[config.mk]
export PLATFORM = sky130hd
export DESIGN_NAME = vga_capture
export DESIGN_NICKNAME = d
export VERILOG_FILES = /design/src/rtl/vga_capture.sv
export SDC_FILE = /design/constraint.sdc
export NUM_CORES = 1
export LEC_CHECK = 0
export ABC_AREA = 1
export CAP_MARGIN = 10
export CELL_PAD_IN_SITES_DETAIL_PLACEMENT = 0
export CELL_PAD_IN_SITES_GLOBAL_PLACEMENT = 2
export CORE_MARGIN = 2
export CORE_UTILIZATION = 36
export CTS_BUF_LIST = sky130_fd_sc_hd__clkbuf_16
export CTS_CLUSTER_DIAMETER = 30
export CTS_CLUSTER_SIZE = 8
export DETAILED_ROUTE_END_ITERATION = 6
export PLACE_DENSITY_LB_ADDON = 0.1
export SYNTH_ARGS = -nofsm -noshare
export SYNTH_HDL_FRONTEND = slang
export SYNTH_SLANG_ARGS = --single-unit
[constraint.sdc]
create_clock -name clk -period 7.5 [get_ports clk]
set_clock_uncertainty 0.1 [all_clocks]
set_input_delay 0.75 -clock clk [delete_from_list [all_inputs] [get_ports clk]]
set_output_delay 0.75 -clock clk [all_outputs]
set_load 0.1 [all_outputs]
[src/rtl/vga_capture.sv]
// VGA receive-side capture: recovers pixel coordinates from the syncs, checks timing and locks.
// Ports: clk, reset (async, active-low), vga_h_sync/v_sync/R/G/B in; pixel stream, lock, checksum out.
module vga_capture #(
    parameter int H_ACTIVE = 640,
    parameter int H_SYNC   = 96,
    parameter int H_BACK   = 48,
    parameter int H_TOTAL  = 800,
    parameter int V_ACTIVE = 480,
    parameter int V_SYNC   = 2,
    parameter int V_BACK   = 33,
    parameter int V_TOTAL  = 525
) (
    input  logic        clk,
    input  logic        reset,
    input  logic        vga_h_sync,
    input  logic        vga_v_sync,
    input  logic [3:0]  vga_R,
    input  logic [3:0]  vga_G,
    input  logic [3:0]  vga_B,
    output logic        pix_valid,
    output logic [9:0]  pix_x,
    output logic [9:0]  pix_y,
    output logic [11:0] pix_rgb,
    output logic        frame_start,
    output logic        locked,
    output logic        timing_err,
    output logic [15:0] frame_sum,
    output logic        sum_valid
);

    localparam logic [9:0] H_START = 10'(H_SYNC + H_BACK);
    localparam logic [9:0] H_END   = 10'(H_SYNC + H_BACK + H_ACTIVE);
    localparam logic [9:0] H_LAST  = 10'(H_TOTAL - 1);
    localparam logic [9:0] V_START = 10'(V_SYNC + V_BACK);
    localparam logic [9:0] V_END   = 10'(V_SYNC + V_BACK + V_ACTIVE);
    localparam logic [9:0] V_LAST  = 10'(V_TOTAL - 1);
    localparam logic [9:0] CNT_MAX = 10'h3FF;

    typedef enum logic [1:0] {
        SEARCH = 2'd0,
        CHECK  = 2'd1,
        LOCKED = 2'd2
    } state_t;

    // stage 1
    logic        hs_q, hs_p_q, vs_q, vs_p_q;
    logic [11:0] rgb_q;
    // counters / control
    logic [9:0]  h_cnt_q, h_cnt_d, v_cnt_q, v_cnt_d;
    logic        v_pend_q, v_pend_d;
    state_t      state_q, state_d;
    logic        bad_q, bad_d;
    logic [15:0] acc_q, acc_d;
    // stage 2 outputs
    logic        pix_valid_q, pix_valid_d;
    logic [9:0]  pix_x_q, pix_x_d, pix_y_q, pix_y_d;
    logic [11:0] pix_rgb_q;
    logic        frame_start_q, frame_start_d;
    logic        locked_q, locked_d;
    logic        timing_err_q, timing_err_d;
    logic [15:0] frame_sum_q, frame_sum_d;
    logic        sum_valid_q, sum_valid_d;

    logic h_edge, v_edge, boundary, line_err, frame_err, err, active;

    always_comb begin
        h_edge   = hs_p_q & ~hs_q;
        v_edge   = vs_p_q & ~vs_q;
        boundary = h_edge & (v_pend_q | v_edge);
        v_pend_d = ~boundary & (v_pend_q | v_edge);

        h_cnt_d = h_cnt_q;
        if (h_edge)                h_cnt_d = '0;
        else if (h_cnt_q != CNT_MAX) h_cnt_d = h_cnt_q + 10'd1;

        // Saturation is flagged once, on the clock that reaches the ceiling.
        line_err = h_edge ? (h_cnt_q != H_LAST) : (h_cnt_q == CNT_MAX - 10'd1);

        v_cnt_d = v_cnt_q;
        if (boundary)                           v_cnt_d = '0;
        else if (h_edge && v_cnt_q != CNT_MAX)  v_cnt_d = v_cnt_q + 10'd1;

        frame_err = boundary & (v_cnt_q != V_LAST);
        err       = line_err | frame_err;

        active = (h_cnt_d >= H_START) && (h_cnt_d < H_END) &&
                 (v_cnt_d >= V_START) && (v_cnt_d < V_END);

        pix_x_d = active ? h_cnt_d - H_START : '0;
        pix_y_d = active ? v_cnt_d - V_START : '0;

        state_d       = state_q;
        bad_d         = bad_q;
        acc_d         = acc_q;
        frame_sum_d   = frame_sum_q;
        pix_valid_d   = 1'b0;
        frame_start_d = 1'b0;
        timing_err_d  = 1'b0;
        sum_valid_d   = 1'b0;

        unique case (state_q)
            SEARCH: begin
                if (boundary) begin
                    state_d = CHECK;
                    bad_d   = 1'b0;
                end
            end
            CHECK: begin
                if (boundary) begin
                    if (!bad_q && !err) begin
                        state_d = LOCKED;
                        acc_d   = '0;
                    end else begin
                        bad_d = 1'b0;
                    end
                end else if (line_err) begin
                    bad_d = 1'b1;
                end
            end
            LOCKED: begin
                if (err) begin
                    // partial frame is dropped, no checksum reported
                    state_d      = SEARCH;
                    timing_err_d = 1'b1;
                    acc_d        = '0;
                end else begin
                    pix_valid_d = active;
                    if (boundary) begin
                        frame_sum_d   = acc_q;
                        sum_valid_d   = 1'b1;
                        frame_start_d = 1'b1;
                        acc_d         = active ? {4'h0, rgb_q} : 16'h0000;
                    end else if (active) begin
                        acc_d = acc_q + {4'h0, rgb_q};
                    end
                end
            end
            default: state_d = SEARCH;
        endcase

        locked_d = (state_d == LOCKED);
    end

    always_ff @(posedge clk or negedge reset) begin
        if (!reset) begin
            hs_q          <= 1'b0;
            hs_p_q        <= 1'b0;
            vs_q          <= 1'b0;
            vs_p_q        <= 1'b0;
            rgb_q         <= '0;
            h_cnt_q       <= '0;
            v_cnt_q       <= '0;
            v_pend_q      <= 1'b0;
            state_q       <= SEARCH;
            bad_q         <= 1'b0;
            acc_q         <= '0;
            pix_valid_q   <= 1'b0;
            pix_x_q       <= '0;
            pix_y_q       <= '0;
            pix_rgb_q     <= '0;
            frame_start_q <= 1'b0;
            locked_q      <= 1'b0;
            timing_err_q  <= 1'b0;
            frame_sum_q   <= '0;
            sum_valid_q   <= 1'b0;
        end else begin
            hs_q          <= vga_h_sync;
            hs_p_q        <= hs_q;
            vs_q          <= vga_v_sync;
            vs_p_q        <= vs_q;
            rgb_q         <= {vga_R, vga_G, vga_B};
            h_cnt_q       <= h_cnt_d;
            v_cnt_q       <= v_cnt_d;
            v_pend_q      <= v_pend_d;
            state_q       <= state_d;
            bad_q         <= bad_d;
            acc_q         <= acc_d;
            pix_valid_q   <= pix_valid_d;
            pix_x_q       <= pix_x_d;
            pix_y_q       <= pix_y_d;
            pix_rgb_q     <= rgb_q;
            frame_start_q <= frame_start_d;
            locked_q      <= locked_d;
            timing_err_q  <= timing_err_d;
            frame_sum_q   <= frame_sum_d;
            sum_valid_q   <= sum_valid_d;
        end
    end

    assign pix_valid   = pix_valid_q;
    assign pix_x       = pix_x_q;
    assign pix_y       = pix_y_q;
    assign pix_rgb     = pix_rgb_q;
    assign frame_start = frame_start_q;
    assign locked      = locked_q;
    assign timing_err  = timing_err_q;
    assign frame_sum   = frame_sum_q;
    assign sum_valid   = sum_valid_q;

endmodule

==> summary.txt, run 1 <==
final setup fails: 0
Post-synth top flop: dfrtp_1
Clk pin slew, worst setup/hold paths: 0.07 ns
root buf cell: clkbuf_16
DR vias/cell: 4.69
mean routed wirelength per cell: 13.8 µm
worst setup path endpoint: acc_q[13]
initial antenna violation count: 0
vias in the first global route: 3919
CTS tree: built
DP Cell Count: 845
largest cells by area after synthesis: dfrtp_1 (51%), nand2_1 (11%), inv_1 (5.2%)
Worst R2R Path Depth: 17
flop2flop setup slack: 3.63 ns
switching fraction of total power: 0.309
mux share of post-synthesis cell area: 0.00191
adder-cell share of the synthesized area: 0.0491
Non-Filler Instances: 860
headroom to the max-slew limit: 0.335
post-synthesis simple-gate area fraction: 0.276
reg2reg start: hs_p_q
IO Port Bufs: 68
RSZ-0062 raised after global routing: false
Slew Limit Fails: 0
status: finished, final reports clean
Slowest cell on crit path: or2_1
fin crit period: 3.87 ns
number of core rows: 44
die area: 0.0156 mm²
CP Depth: 17
post-cts sizing count: 0
post-route clock period utilization: 0.516
Critical Path End Type: flop
Power per Cell Area: 218 mW/mm²
grt total ovfl: 0
nets: 708
cts bufs inserted: 9
IO Pins: 69
ANT nets after route: 0
post-CTS setup buffer count: 0
clock tree sinks: 108
Fmax: 259 MHz
multi-input logic area: 0.00215 mm²
most used cell, CP: nand2_1
CP required: 7.69 ns
Routed WL: 11900 µm
CTS Hold Buffers Added: 0
Worst path max stage delay: 0.70 ns
actual slew at the worst max-slew pin: 0.994 ns
Yosys cell types: 35
first-pass GRT wire length: 20200 µm
post-layout util: 0.442
Synth Cell Area: 0.00525 mm²
Seq/Total Area, Yosys: 0.514
Setup TNS: 0 ns
cells along the critical path: inv_1, nor2_4, inv_2, or2_1, inv_2, nor3_1, ha_1, nand3_1, nand2_1, inv_1, nand2_1, nand2_1, nand3_4, nand2_4, nand2_4, nand2_1, nand2_1
cell count after synthesis: 607
crit path launch: hs_p_q
hpwl dp: 8570 µm
Bufs and invs on worst path: 4
Max-Cap Viols: 0
layout cells sized above 1: 0.0651
area grow syn2layout: 21.0%
# DRC: 0
gpl congestion: 0.806
VDD IR max: 94.3 µV
via count of the routed design: 4032
Startpoint Class: flop
placed cell areas: 0.00607 mm²
Reg area: 0.00270 mm²
Max Buffers Root-to-Sink: 2
Seq pwr share: 0.474
worst-path maximum fanout: 22
largest family of logic cells by synthesized area: simple AND/OR/NAND/NOR gates
Worst Setup Path Type: reg2reg
combinational share of power: 0.192
final hold violations: 0
ANT cells: 0
Die Y: 125 µm
DRT iter0 DRCs: 210
Synth Area in XOR/XNOR: 0.0433
post-synth top area cell: dfrtp_1
first-pass detailed-route iteration total: 4
syn_area_per_cell: 8.66 µm²
Total GRT Usage: 0.163
CTS HTree Levels: 3
kind of cell adding the most delay to the critical path: simple AND/OR/NAND/NOR gates
r2r endpoint: acc_q[13]
critical path data arrival time: 4.06 ns
sw power: 0.000429 W
clk_lat worst skew: 0.35 ns
synthesized flop and latch total: 108
Design Area, Final: 0.00636 mm²
largest net degree at the start of global routing: 64
compound-cell area share of the yosys netlist: 0.0398
number of flops mapped to enable cells by yosys: 0
Syn. warnings: 0
clock share of power: 0.334
Mapped Nets: 643
Die W: 125 µm
leakage power: 3.21 nW
share of flip-flops with an asynchronous set or reset: 1.00
P_int: 0.000958 W
core area: 0.0144 mm²
Filler Cell Count: 1411
Starting Density: 0.366
Min-Delay Path Class: reg2reg
Synth top area share: 0.514
cell usage after synthesis (2+ instances only):
cell type	count
nand2_1	159
dfrtp_1	108
inv_1	73
nor2_1	55
nand3_1	51
ha_1	19
xor2_1	19
o21ai_0	16
a21oi_1	15
nand4_1	11
nor3_1	10
nor4_1	9
buf_2	7
xnor2_1	7
inv_2	6
nand3_2	6
nor2_2	4
buf_6	3
clkbuf_1	3
nand2_4	3
nor2_4	3
o31ai_1	3
buf_4	2
clkinv_1	2
nand2_2	2
or2_2	2
placed cells by master (no fill, tap or decap), drive strengths merged, types with 4 or more instances in the layout:
cell type and count:
nand2 164, dfrtp 108, inv 80, clkdlybuf4s50 67, nor2 62, nand3 58
xor2 19, ha 19, o21ai 17, a21oi 15, nand4 11, nor3 10
nor4 9, clkbuf 9, xnor2 7, clkinv 4
registers in the layout, summed over array words and instances, names as in the netlist, 2 cells and up:
name,count
h_cnt_q,10
frame_sum,16
state_q,2
rgb_q,12
acc_q,16
pix_rgb,12
v_cnt_q,10
pix_x,10
pix_y,10
routing by layer:
| layer | global-route usage | share of wire |
|---|---|---|
| met5 | 0 | 0 |
| met4 | 0.0813 | 0.030 |
| met3 | 0.0262 | 0.029 |
| met2 | 0.236 | 0.43 |
| met1 | 0.237 | 0.51 |
cell families (layout without fill, tap and decap cells):
kind of cell,after synthesis,in the layout
AND/OR/NAND/NOR,318,318
flip-flops,108,108
adder cells (fa/ha/maj),20,20
AO/OA/AOI/OAI,38,38
multiplexers,1,1
buffers and inverters,96,165
XOR/XNOR,26,26
worst min-delay path by stage:
| stage | from | end | depth (start not counted) |
|---|---|---|---|
| floorplan | vs_q | vs_p_q | 0 |
| global placement | rgb_q[7] | pix_rgb[7] | 0 |
| detailed placement | rgb_q[3] | pix_rgb[3] | 0 |
| CTS | rgb_q[2] | pix_rgb[2] | 0 |
| global route | rgb_q[8] | pix_rgb[8] | 0 |
| finish | rgb_q[6] | pix_rgb[6] | 0 |
layout make-up:
class                           count  share of cell area
Clock buffer                        9              0.0354
Clock inverter                      6             0.00905
Inverter                           81              0.0478
Multi-Input combinational cell    403               0.339
Sequential cell                   108               0.425
Tap cell                          184              0.0362
Timing Repair Buffer               69               0.108
worst reg2reg max path: stages, from the launching register on:
cell and delay (ns):
dfrtp_1 0.36, inv_1 0.09, nor2_4 0.08, inv_2 0.19
or2_1 0.70, inv_2 0.32, nor3_1 0.45, ha_1 0.32
nand3_1 0.10, nand2_1 0.07, inv_1 0.04, nand2_1 0.05
nand2_1 0.10, nand3_4 0.30, nand2_4 0.19, nand2_4 0.20
nand2_1 0.09, nand2_1 0.06
through the flow:
step	hold slack [ns]	setup slack [ns]	power, W
finish	0.289	3.63	0.00139
global route	0.307	3.27	0.00147
CTS	0.295	3.60	0.00141
detailed placement	0.272	3.64	0.000933
global placement	0.276	3.65	0.000935
floorplan	0.254	4.81	0.000859
power groups by stage:
stage	clock network, W	registers, W	logic (W)
after global routing	0.000508	0.000664	0.000301
after floorplan	0	0.000689	0.000170
after detailed placement	0	0.000666	0.000267
after global placement	0	0.000668	0.000268
final	0.000463	0.000657	0.000267
after CTS	0.000480	0.000656	0.000270
Note: power is estimated with default switching activity, not from simulation.
==> run 2: changes to the inputs <==
- CORE_UTILIZATION: 36 -> 30
- clock period: 7.5 -> 3.2 ns (I/O delays scaled with it)
==> run 2 against run 1 <==
Compared with the run above:
- via count grew 0.64%
- setup slack lost 3.3 ns
- utilization shrank 6.3 points
- register-to-register slack lost 3.3 ns
- first-iteration DRC count grew 17%
- global-route usage shrank 1.2 points
- combinational power grew to 2.5 times the previous value
- design area grew 3.0%
- sequential power grew 130%
- wire length grew 8.6%
==> summary.txt, run 2 (synthesis results as in run 1) <==
via count of the routed design: 4058
final setup fails: 0
Setup TNS: 0 ns
leakage power: 3.29 nW
IO Port Bufs: 68
nets: 721
hold slack: 0.287 ns
headroom to the max-slew limit: 0.340
Worst Setup Path Type: reg2reg
grt total ovfl: 0
mean routed wirelength per cell: 14.1 µm
core area: 0.0172 mm²
Max Buffers Root-to-Sink: 2
critical path data arrival time: 3.01 ns
first-pass GRT wire length: 21600 µm
Clk pin slew, worst setup/hold paths: 0.07 ns
status: finished, final reports clean
cts bufs inserted: 9
area grow syn2layout: 24.6%
Critical Path End Type: flop
die area: 0.0186 mm²
actual slew at the worst max-slew pin: 0.987 ns
layout cells sized above 1: 0.0928
fin worst setup slack: 0.328 ns
Worst Min Path Start: rgb_q[6]
RSZ-0062 raised after global routing: false
ANT nets after route: 0
Power per Cell Area: 507 mW/mm²
Starting Density: 0.305
Seq pwr share: 0.460
IO Pins: 69
combinational share of power: 0.204
CTS HTree Levels: 3
P_int: 0.00228 W
reg2reg start: v_cnt_q[1]
Total GRT Usage: 0.151
initial antenna violation count: 0
clk_lat worst skew: 0.35 ns
switching fraction of total power: 0.313
DR vias/cell: 4.43
clock tree sinks: 108
CTS tree: built
post-place setup slack: 0.123 ns
worst-path maximum fanout: 16
VDD IR max: 267 µV
post-route clock period utilization: 0.897
ANT cells: 0
fin crit period: 2.87 ns
Fmax: 348 MHz
post-layout util: 0.380
Slew Limit Fails: 0
commonest non-fill, non-tap cell in the layout: nand2_1
final hold violations: 0
# DRC: 0
sw power: 0.00104 W
CP required: 3.34 ns
hpwl dp: 9630 µm
number of core rows: 48
Min-Delay Path Class: reg2reg
first-pass detailed-route iteration total: 4
largest net degree at the start of global routing: 43
Power Total: 0.00332 W
commonest non-fill, non-tap cells in the layout: nand2_1 (159), dfrtp_1 (108), inv_1 (74)
root buf cell: clkbuf_16
Startpoint Class: flop
Die W: 136 µm
Max-Cap Viols: 0
DRT iter0 DRCs: 245
Die Y: 136 µm
Routed WL: 12900 µm
clock share of power: 0.336
crit path launch: v_cnt_q[1]
vias in the first global route: 4153
gpl congestion: 0.803
run 2: changes by cell type in the layout (fill, tap and decap cells not counted), sizes merged:
cell | before | now
clkinv | 4 | 5
buf | 2 | 17
clkinvlp | 2 | 1
dlygate4sd3 | 0 | 1
inv | 80 | 81
clkdlybuf4s50 | 67 | 64
run 2: power by group through the flow:
| stage | sequential, W | combinational, W | clock, W |
|---|---|---|---|
| final | 0.00153 | 0.000677 | 0.00112 |
| after global routing | 0.00154 | 0.000773 | 0.00122 |
| after CTS | 0.00153 | 0.000673 | 0.00116 |
| after detailed placement | 0.00156 | 0.000668 | 0 |
| after global placement | 0.00156 | 0.000672 | 0 |
| after floorplan | 0.00162 | 0.000399 | 0 |
run 2: per-stage QoR:
| stage | instances | area (µm²) |
|---|---|---|
| after global placement | 897 | 6210 |
| after CTS | 914 | 6520 |
| final | 915 | 6550 |
| after detailed placement | 897 | 6210 |
| after floorplan | 607 | 5250 |
| after global routing | 915 | 6550 |
run 2: worst max-delay path, cell delays in order (launching register included):
cell and delay [ns]:
dfrtp_1 0.39, ha_1 0.21, inv_1 0.08, nor2_4 0.17, nand3_2 0.17, nand2_4 0.15, xor2_1 0.19, nor2_1 0.10
ha_1 0.24, nand3_1 0.10, nand2_1 0.06, inv_1 0.05, nand2_1 0.05, nand2_1 0.10, nand3_4 0.16, nand2_8 0.14
nand2_4 0.14, nand2_1 0.09, nand2_1 0.06
run 2: cell type report:
cell class | instances | area (µm²)
fill | 1736 | 10700
sequential | 108 | 2700
multi-input combinational | 403 | 2180
timing repair buffer | 82 | 791
inverter | 81 | 304
tap | 225 | 282
clock buffer | 9 | 225
clock inverter | 7 | 67.6
run 2: path summary, 6_finish.rpt:
| check | cells after the start | slack [ns] | end |
|---|---|---|---|
| hold / removal | 0 | 0.29 | pix_rgb[6] |
| setup reg to reg | 18 | 0.33 | acc_q[1] |
| hold reg to reg | 0 | 0.29 | pix_rgb[6] |
| max in group asynchronous | 3 | 1.82 | pix_y[9] |
| setup / recovery | 18 | 0.33 | acc_q[1] |
| min in group asynchronous | 2 | 0.42 | v_cnt_q[2] |
run 2: layer usage:
metal	track usage	share of wire	up-vias
met5	0	0	-
met3	0.0268	0.029	13
met4	0.0527	0.013	0
li1	-	-	2068
met1	0.227	0.52	1914
met2	0.217	0.43	63
run 2: repair_timing:
action / 4_1_cts / 5_1_grt
hold buffers: 1 / 0
endpoints found under the setup margin: 0 / 32
gates resized for setup: 0 / 5
setup buffers: 0 / 1
endpoints found under the hold margin: 40 / 0
==> run 3: changes to the inputs <==
- CORE_UTILIZATION: 30 -> 33
- clock period: 3.2 -> 3.3 ns (I/O delays scaled with it)
==> run 3 against run 2 <==
Compared with the run above:
- first-iteration DRC count up 16%
- clock power is 4% higher
- register-to-register slack is essentially flat
- die area fell by 8.8%
- via count grew 0.12%
- power fell by 0.53%
- critical path type unchanged
- sequential power decreased by 3%
==> summary.txt, run 3 (synthesis results as in run 1) <==
ANT nets after route: 0
DR vias/cell: 4.49
Critical Path End Type: flop
Min-Delay Path Class: in2async
Filler Cell Count: 1587
CP required: 3.44 ns
headroom to the max-slew limit: 0.343
Power Total: 0.00330 W
Worst Setup Path Type: reg2reg
layout cells sized above 1: 0.0871
gpl congestion: 0.834
area grow syn2layout: 24.7%
CTS tree: built
Non-Filler Instances: 905
first-pass GRT wire length: 21100 µm
flop2flop setup slack: 0.33 ns
nets: 720
Bufs and invs on worst path: 4
Fmax: 337 MHz
Startpoint Class: flop
# DRC: 0
VDD IR max: 216 µV
first-pass detailed-route iteration total: 5
RSZ-0062 raised after global routing: false
Routed WL: 12700 µm
M1 WL: 6710 µm
fin crit period: 2.97 ns
Setup TNS: 0 ns
DP Cell Count: 889
final hold violations: 0
Power per Cell Area: 504 mW/mm²
commonest non-fill, non-tap cell in the layout: nand2_1
post-layout util: 0.417
largest net degree at the start of global routing: 78
Die W: 130 µm
critical path data arrival time: 3.11 ns
DR WL met2: 5510 µm
number of core rows: 46
multi-input logic area: 0.00218 mm²
Slew Limit Fails: 0
most used cell, CP: nand2_1
Die Y: 130 µm
Slowest cell on crit path: dfrtp_1
Total GRT Usage: 0.162
Max Buffers Root-to-Sink: 2
max layer used: met4
Clk pin slew, worst setup/hold paths: 0.07 ns
final setup fails: 0
grt total ovfl: 0
ANT cells: 0
Max-Cap Viols: 0
mean routed wirelength per cell: 14.0 µm
post-route clock period utilization: 0.899
reg2reg start: h_cnt_q[0]
leakage power: 3.28 nW
cts bufs inserted: 9
status: finished, final reports clean
via count of the routed design: 4063
IO Port Bufs: 68
root buf cell: clkbuf_16
vias in the first global route: 4061
Worst R2R Path Depth: 18
cells along the critical path: ha_1, inv_1, nor2_2, xor2_1, inv_1, a21oi_4, inv_1, ha_1, nand2_1, nand2_1, nand3_1, nand2_1, inv_1, nand3_4, nand2_8, nand2_4, nand2_1, nand2_1
die area: 0.0169 mm²
clock tree sinks: 108
commonest non-fill, non-tap cells in the layout: nand2_1 (159), dfrtp_1 (107), inv_1 (73)
Starting Density: 0.334
kind of cell adding the most delay to the critical path: simple AND/OR/NAND/NOR gates
hpwl dp: 9280 µm
DRT iter0 DRCs: 285
initial antenna violation count: 0
DR WL met3: 377 µm
worst-path maximum fanout: 16
Reg area: 0.00270 mm²
r2r endpoint: acc_q[7]
IO Pins: 69
actual slew at the worst max-slew pin: 0.985 ns
CTS HTree Levels: 3
clk_lat worst skew: 0.35 ns
core area: 0.0157 mm²
Worst path max stage delay: 0.42 ns
-- run 3: timing repair --
action / in CTS / in global routing
gates resized for setup: 0 / 6
endpoints found under the setup margin: 0 / 34
setup buffers: 0 / 0
hold buffers: 0 / 0
-- run 3: power breakdown --
| group | internal [W] | leakage [nW] | switching (W) | total (W) |
|---|---|---|---|---|
| logic | 0.000213 | 1.71 | 0.000439 | 0.000652 |
| clock network | 0.000663 | 0.150 | 0.000501 | 0.00116 |
| registers | 0.00141 | 1.42 | 0.0000795 | 0.00149 |
| total | 0.00228 | 3.28 | 0.00102 | 0.00330 |
-- run 3: how the worst max path moves through the flow --
stage                           from         to  slack, ns  cells after the start
after global routing      h_cnt_q[0]   acc_q[0]       0.03                     18
after floorplan                 hs_q   acc_q[1]       0.61                     19
after detailed placement  h_cnt_q[1]   acc_q[6]       0.04                     17
after global placement    h_cnt_q[1]  acc_q[14]       0.17                     17
final                     h_cnt_q[0]   acc_q[7]       0.33                     18
after CTS                 h_cnt_q[1]   acc_q[7]       0.02                     17
-- run 3: worst register-to-register path, stage by stage, from the launching register on --
cell and delay [ns]:
dfrtp_1 0.42, ha_1 0.25, inv_1 0.07, nor2_2 0.20, xor2_1 0.19, inv_1 0.09
a21oi_4 0.19, inv_1 0.09, ha_1 0.21, nand2_1 0.11, nand2_1 0.09, nand3_1 0.09
nand2_1 0.05, inv_1 0.11, nand3_4 0.15, nand2_8 0.15, nand2_4 0.15, nand2_1 0.10
nand2_1 0.05
-- run 3: routing by layer --
layer / track usage / up-vias
met4: 0.0595 / 0
met2: 0.233 / 48
met5: 0 / -
li1: - / 2066
met1: 0.244 / 1943
met3: 0.0254 / 6
-- run 3: layout make-up --
cell class	count	share of cell area
Clock buffer	9	0.0344
Inverter	81	0.0464
Clock inverter	7	0.0138
Timing Repair Buffer	81	0.118
Multi-Input combinational cell	403	0.333
Tap cell	216	0.0413
Sequential cell	108	0.413
-- run 3: metrics by stage --
stage               area, µm²  hold WS (ns)  setup slack, ns
floorplan                5250       -0.0656            0.612
global placement         6200         0.276            0.174
detailed placement       6200         0.277           0.0354
CTS                      6520        0.0748           0.0219
global route             6550         0.107           0.0275
finish                   6550        0.0101            0.335
==> variant 1: new RTL, settings of run 3 <==
Encoding of `state_t`: now one-hot (3 bits for 3 states).
--- a/src/rtl/vga_capture.sv
+++ b/src/rtl/vga_capture.sv
@@ -36,10 +36,10 @@
     localparam logic [9:0] V_LAST  = 10'(V_TOTAL - 1);
     localparam logic [9:0] CNT_MAX = 10'h3FF;
 
-    typedef enum logic [1:0] {
-        SEARCH = 2'd0,
-        CHECK  = 2'd1,
-        LOCKED = 2'd2
+    typedef enum logic [2:0] {
+        SEARCH = 3'b001,
+        CHECK  = 3'b010,
+        LOCKED = 3'b100
     } state_t;
 
     // stage 1
Formal check against the unedited RTL: no difference found for any inputs over 10 cycles, from zero or initial values and one cycle with reset low; not proved beyond that.
==> variant 1 against run 3 <==
  * Core utilization fell by 0.57 points
  * Synthesized area increased by 3.8%
  * Sequential cell count grew 1
  * Final area increased by 2.6%
  * Critical path type unchanged
  * Wire length is 7.3% higher
  * Total power rose by 9.3%
  * Largest power group unchanged
  * Setup slack improved by 0.010 ns
  * Critical endpoint is now acc_q[3]
  * Final cell count is 4.6% higher
==> variant 1: results (changes against run 3) <==
----------------------------------------------------
[Yosys]
  Netlist cell types ... 41 (+17%)
  Leading cell types by count after synthesis ... sky130_fd_sc_hd__nand2_1, sky130_fd_sc_hd__dfrtp_1, sky130_fd_sc_hd__nor2_1
  Sequential fraction of the synthesis area ... 0.500 (-0.0141)
  Synthesized netlist net count ... 684 (+6.4%)
  Cell types occupying the most area after synthesis ... sky130_fd_sc_hd__dfrtp_1, sky130_fd_sc_hd__nand2_1, sky130_fd_sc_hd__nand3_1

[Power]
  Leakage power of the design ... 3.37 nW (+2.8%)

[Run status]
  Status ... completed

[Cells and area]
  Area used by multi-input combinational logic ... 2370 sq um (+8.8%)
  Fill cell count ... 1,686 (+6.2%)
  Clock buffer and inverter area fraction after layout ... 0.0482 (+0.0000756)
  Layout net count ... 758 (+5.3%)
  Sequential cell area share ... 0.406 (-0.00661)
  Data buffer area share ... 0.113 (-0.00525)
  Number of buffers outside the clock class in the layout ... 79 (-2.5%)

[Placement]
  Half-perimeter wire length of the detailed placement result ... 10,000 microns (+8.0%)

[Route]
  Avg WL per Cell ... 14.4 microns (+2.5%)
  Number of search-and-repair iterations in the first detailed-routing pass ... 4 (-1)
  Via count normalized by instance count ... 4.55 (+1.3%)

[GRT]
  Largest net degree at the start of global routing ... 80 (+2.6%)
  Global-route total usage across every layer ... 0.165 (+0.00389)
  Global-route wire length before repair ... 22,900 microns (+8.3%)
  Via count of the first global-routing pass ... 4,303 (+6.0%)

[Worst setup path]
  Largest fanout on the critical path ... 17 (+1)
  Crit path DAT ... 3.10 ns (about the same)
  R2R Path End ... acc_q[3]
  R2R cell count ... 15 (-3)

[STA]
  Final hold slack ... 0.0371 ns (+0.0270 ns)
  Relative max-transition margin ... 0.328 (-0.0155)

----------------------------------------------------
## variant 1: worst max path at each step
stage,endpoint,cells past startpoint,startpoint
final,acc_q[3],15,h_cnt_q[1]
after global routing,acc_q[8],19,v_cnt_q[0]
after CTS,acc_q[3],15,h_cnt_q[0]
after detailed placement,acc_q[3],15,h_cnt_q[0]
after global placement,acc_q[10],15,h_cnt_q[0]
after floorplan,acc_q[1],17,h_cnt_q[0]
## variant 1: through the flow
| step | instances | worst slack, ns |
|---|---|---|
| final | 947 | 0.345 |
| after global routing | 947 | 0.0260 |
| after CTS | 947 | 0.201 |
| after detailed placement | 931 | 0.231 |
| after global placement | 931 | 0.343 |
| after floorplan | 648 | 0.599 |
## variant 1: critical path: cells and delay by family (launching register included)
family,cells,cell delay [ns]
simple gates,10,1.33
fa+ha+maj,2,0.52
flops,1,0.43
compound gates,2,0.36
buf+inv,1,0.09
## variant 1: report_power, final
part | total (mW) | internal [mW] | switching, mW
Sequential | 1.54 | 1.44 | 0.0979
Clock | 1.18 | 0.670 | 0.515
Combinational | 0.886 | 0.277 | 0.609
Total | 3.61 | 2.39 | 1.22
## variant 1: cell families (layout without fill, tap and decap cells)
kind of cell / Yosys count / count (layout) / synth area share
and+or+nand+nor: 366 / 366 / 0.299
buffers and inverters: 85 / 164 / 0.0654
adders and majority gates: 20 / 20 / 0.0473
AOI/OAI and AO/OA: 47 / 47 / 0.0544
xor gates and xnor gates: 21 / 21 / 0.0337
DFF: 109 / 109 / 0.500
## variant 1: routing by layer
| layer | track usage | vias up | wire [microns] |
|---|---|---|---|
| li1 | - | 2210 | - |
| met1 | 0.248 | 2018 | 7140 |
| met2 | 0.242 | 66 | 5900 |
| met3 | 0.0383 | 12 | 438 |
| met4 | 0.0388 | 0 | 129 |
| met5 | 0 | - | 0 |
==> variant 2: new RTL, flow settings as in run 3 <==
Without the edit above. Change the parameter `V_TOTAL` from 525 to 393.
--- a/src/rtl/vga_capture.sv
+++ b/src/rtl/vga_capture.sv
@@ -8,7 +8,7 @@
     parameter int V_ACTIVE = 480,
     parameter int V_SYNC   = 2,
     parameter int V_BACK   = 33,
-    parameter int V_TOTAL  = 525
+    parameter int V_TOTAL  = 393
 ) (
     input  logic        clk,
     input  logic        reset,
Behaviour: no difference found for any inputs over 10 cycles, from zero or initial values and one cycle with reset low; that may be too few to reach the edited logic, so the function may still have changed.
==> variant 2 against run 3 <==
  * Total power fell by 1.4%
  * Sequential cell count unchanged
  * Hold slack better by 0.27 ns
  * Clock power rose by 9%
  * Maximum frequency rose by 0.17%
  * First-iteration DRC count is 19% lower
  * Wire length up 5.4%
  * Highest routed layer unchanged
  * Die area grew 3.0%
  * Critical path depth is 1 higher
  * Synthesized area rose by 3.1%
  * Setup slack better by 0.0051 ns
  * Final area rose by 3.3%
==> variant 2: results (changes against run 3) <==
----------------------------------------------------
[Run status]
  Status ... completed

[Worst setup path]
  Worst path max stage delay ... 0.41 ns
  Top Family by Delay on Critical Path ... simple AND/OR/NAND/NOR gates
  Cell type of the slowest stage on the worst timing path ... sky130_fd_sc_hd__dfrtp_1
  Largest fanout on the critical path ... 9 (-7)
  R2R cell count ... 19 (+1)
  Crit path DAT ... 3.16 ns (+0.05 ns)

[Yosys]
  Synthesized netlist net count ... 681 (+5.9%)
  Leading cell types by count after synthesis ... sky130_fd_sc_hd__nand2_1, sky130_fd_sc_hd__dfrtp_1, sky130_fd_sc_hd__inv_1
  Fraction of registers with async set/reset ... 1.00 (unchanged)
  Netlist cell types ... 41 (+17%)
  Number of warnings printed during yosys synthesis ... 0 (unchanged)
  Sequential fraction of the synthesis area ... 0.499 (-0.0156)
  Mapped Cells ... 645 (+6.3%)
  Cell types occupying the most area after synthesis ... sky130_fd_sc_hd__dfrtp_1, sky130_fd_sc_hd__nand2_1, sky130_fd_sc_hd__nand3_1

[Cells and area]
  Fraction of layout cells with a size suffix above 1 ... 0.0907 (+0.00358)
  Number of antenna repair diodes ... 0 (unchanged)
  Layout net count ... 759 (+5.4%)
  Fill cell count ... 1,586 (-0.063%)

[Clocking]
  Clock latency reported for the late side of the worst-skew pair ... 0.36 ns
  CTS buffer count ... 9 (unchanged)
  Clock root buffer ... sky130_fd_sc_hd__clkbuf_16
  Clock transition at the registers of the reported paths ... 0.07 ns (about the same)

[Placement]
  Placed cells ... 927 (+4.3%)
  Routability Congestion ... 0.828 (-0.65%)
  Port bufs ... 68 (unchanged)
  Half-perimeter wire length of the detailed placement result ... 9690 microns (+4.4%)

[Power]
  Peak supply drop ... 260 uV (+20%)
  Leakage power of the design ... 3.42 nW (+4.2%)

[GRT]
  Global-route total usage across every layer ... 0.158 (-0.00314)
  Global-route wire length before repair ... 22,100 microns (+4.3%)
  Global route total overflow ... 0 (unchanged)
  Largest net degree at the start of global routing ... 63 (-19%)
  Via count of the first global-routing pass ... 4,235 (+4.3%)

[STA]
  Relative max-transition margin ... 0.326 (-0.0176)

[Route]
  Post-detailed-routing wire length ... 13,400 microns (+5.4%)
  Number of search-and-repair iterations in the first detailed-routing pass ... 5 (unchanged)
  Number of design-rule violations left by the first detailed-router iteration ... 231 (-19%)
  Via count normalized by instance count ... 4.61 (+2.7%)
  Routed vias ... 4,352 (+7.1%)

[Worst hold path]
  Hold path depth ... 0
  Tightest Hold Check Type ... reg -> reg

----------------------------------------------------
## variant 2: layout make-up
type	instances	share of cell area
Timing Repair Buffer	82	0.118
Tap cell	216	0.0399
Multi-Input combinational cell	439	0.345
Clock buffer	9	0.0333
Inverter	83	0.0461
Clock inverter	7	0.0179
Sequential cell	108	0.399
## variant 2: worst paths after layout
check                          endpoint       start  slack, ns
max                            acc_q[2]  h_cnt_q[0]       0.34
min                              hs_p_q        hs_q       0.28
max reg2reg                    acc_q[2]  h_cnt_q[0]       0.34
min reg2reg                      hs_p_q        hs_q       0.28
max in group asynchronous  frame_sum[1]       reset       1.91
min in group asynchronous      pix_x[3]       reset       0.43
## variant 2: cells by family after synthesis
| family | count (synthesis) | share of synthesized area |
|---|---|---|
| and+or+nand+nor | 362 | 0.306 |
| DFF | 108 | 0.499 |
| buffers and inverters | 98 | 0.0741 |
| AOI/OAI and AO/OA | 41 | 0.0480 |
| adders and majority gates | 20 | 0.0476 |
| xor gates and xnor gates | 16 | 0.0259 |
## variant 2: metal layers
| metal | vias to the layer above | wire, microns | global-route usage |
|---|---|---|---|
| li1 | 2214 | - | - |
| met4 | 0 | 163 | 0.0411 |
| met5 | - | 0 | 0 |
| met3 | 16 | 583 | 0.0427 |
| met1 | 2035 | 6850 | 0.227 |
| met2 | 87 | 5760 | 0.237 |
## variant 2: timing repair
item | 4_1_cts | 5_1_grt
buffers inserted | 0 | 0
endpoints found under the hold margin | 46 | 0
setup endpoints to repair | 0 | 22
hold buffers | 1 | 0
resized for setup | 0 | 6
## variant 2: report_power, final
part / leakage (nW) / internal (mW) / switching, mW
combinational: 1.82 / 0.170 / 0.375
sequential: 1.43 / 1.39 / 0.0589
clock: 0.170 / 0.747 / 0.511
total: 3.42 / 2.31 / 0.945
## variant 2: metrics by stage
stage               area (sq um)   util  worst slack (ns)
floorplan                   5420      -             0.495
finish                      6770  0.424             0.340
global route                6770  0.424           0.00330
detailed placement          6390  0.401             0.109
global placement            6390  0.401             0.195
CTS                         6740  0.423            0.0872
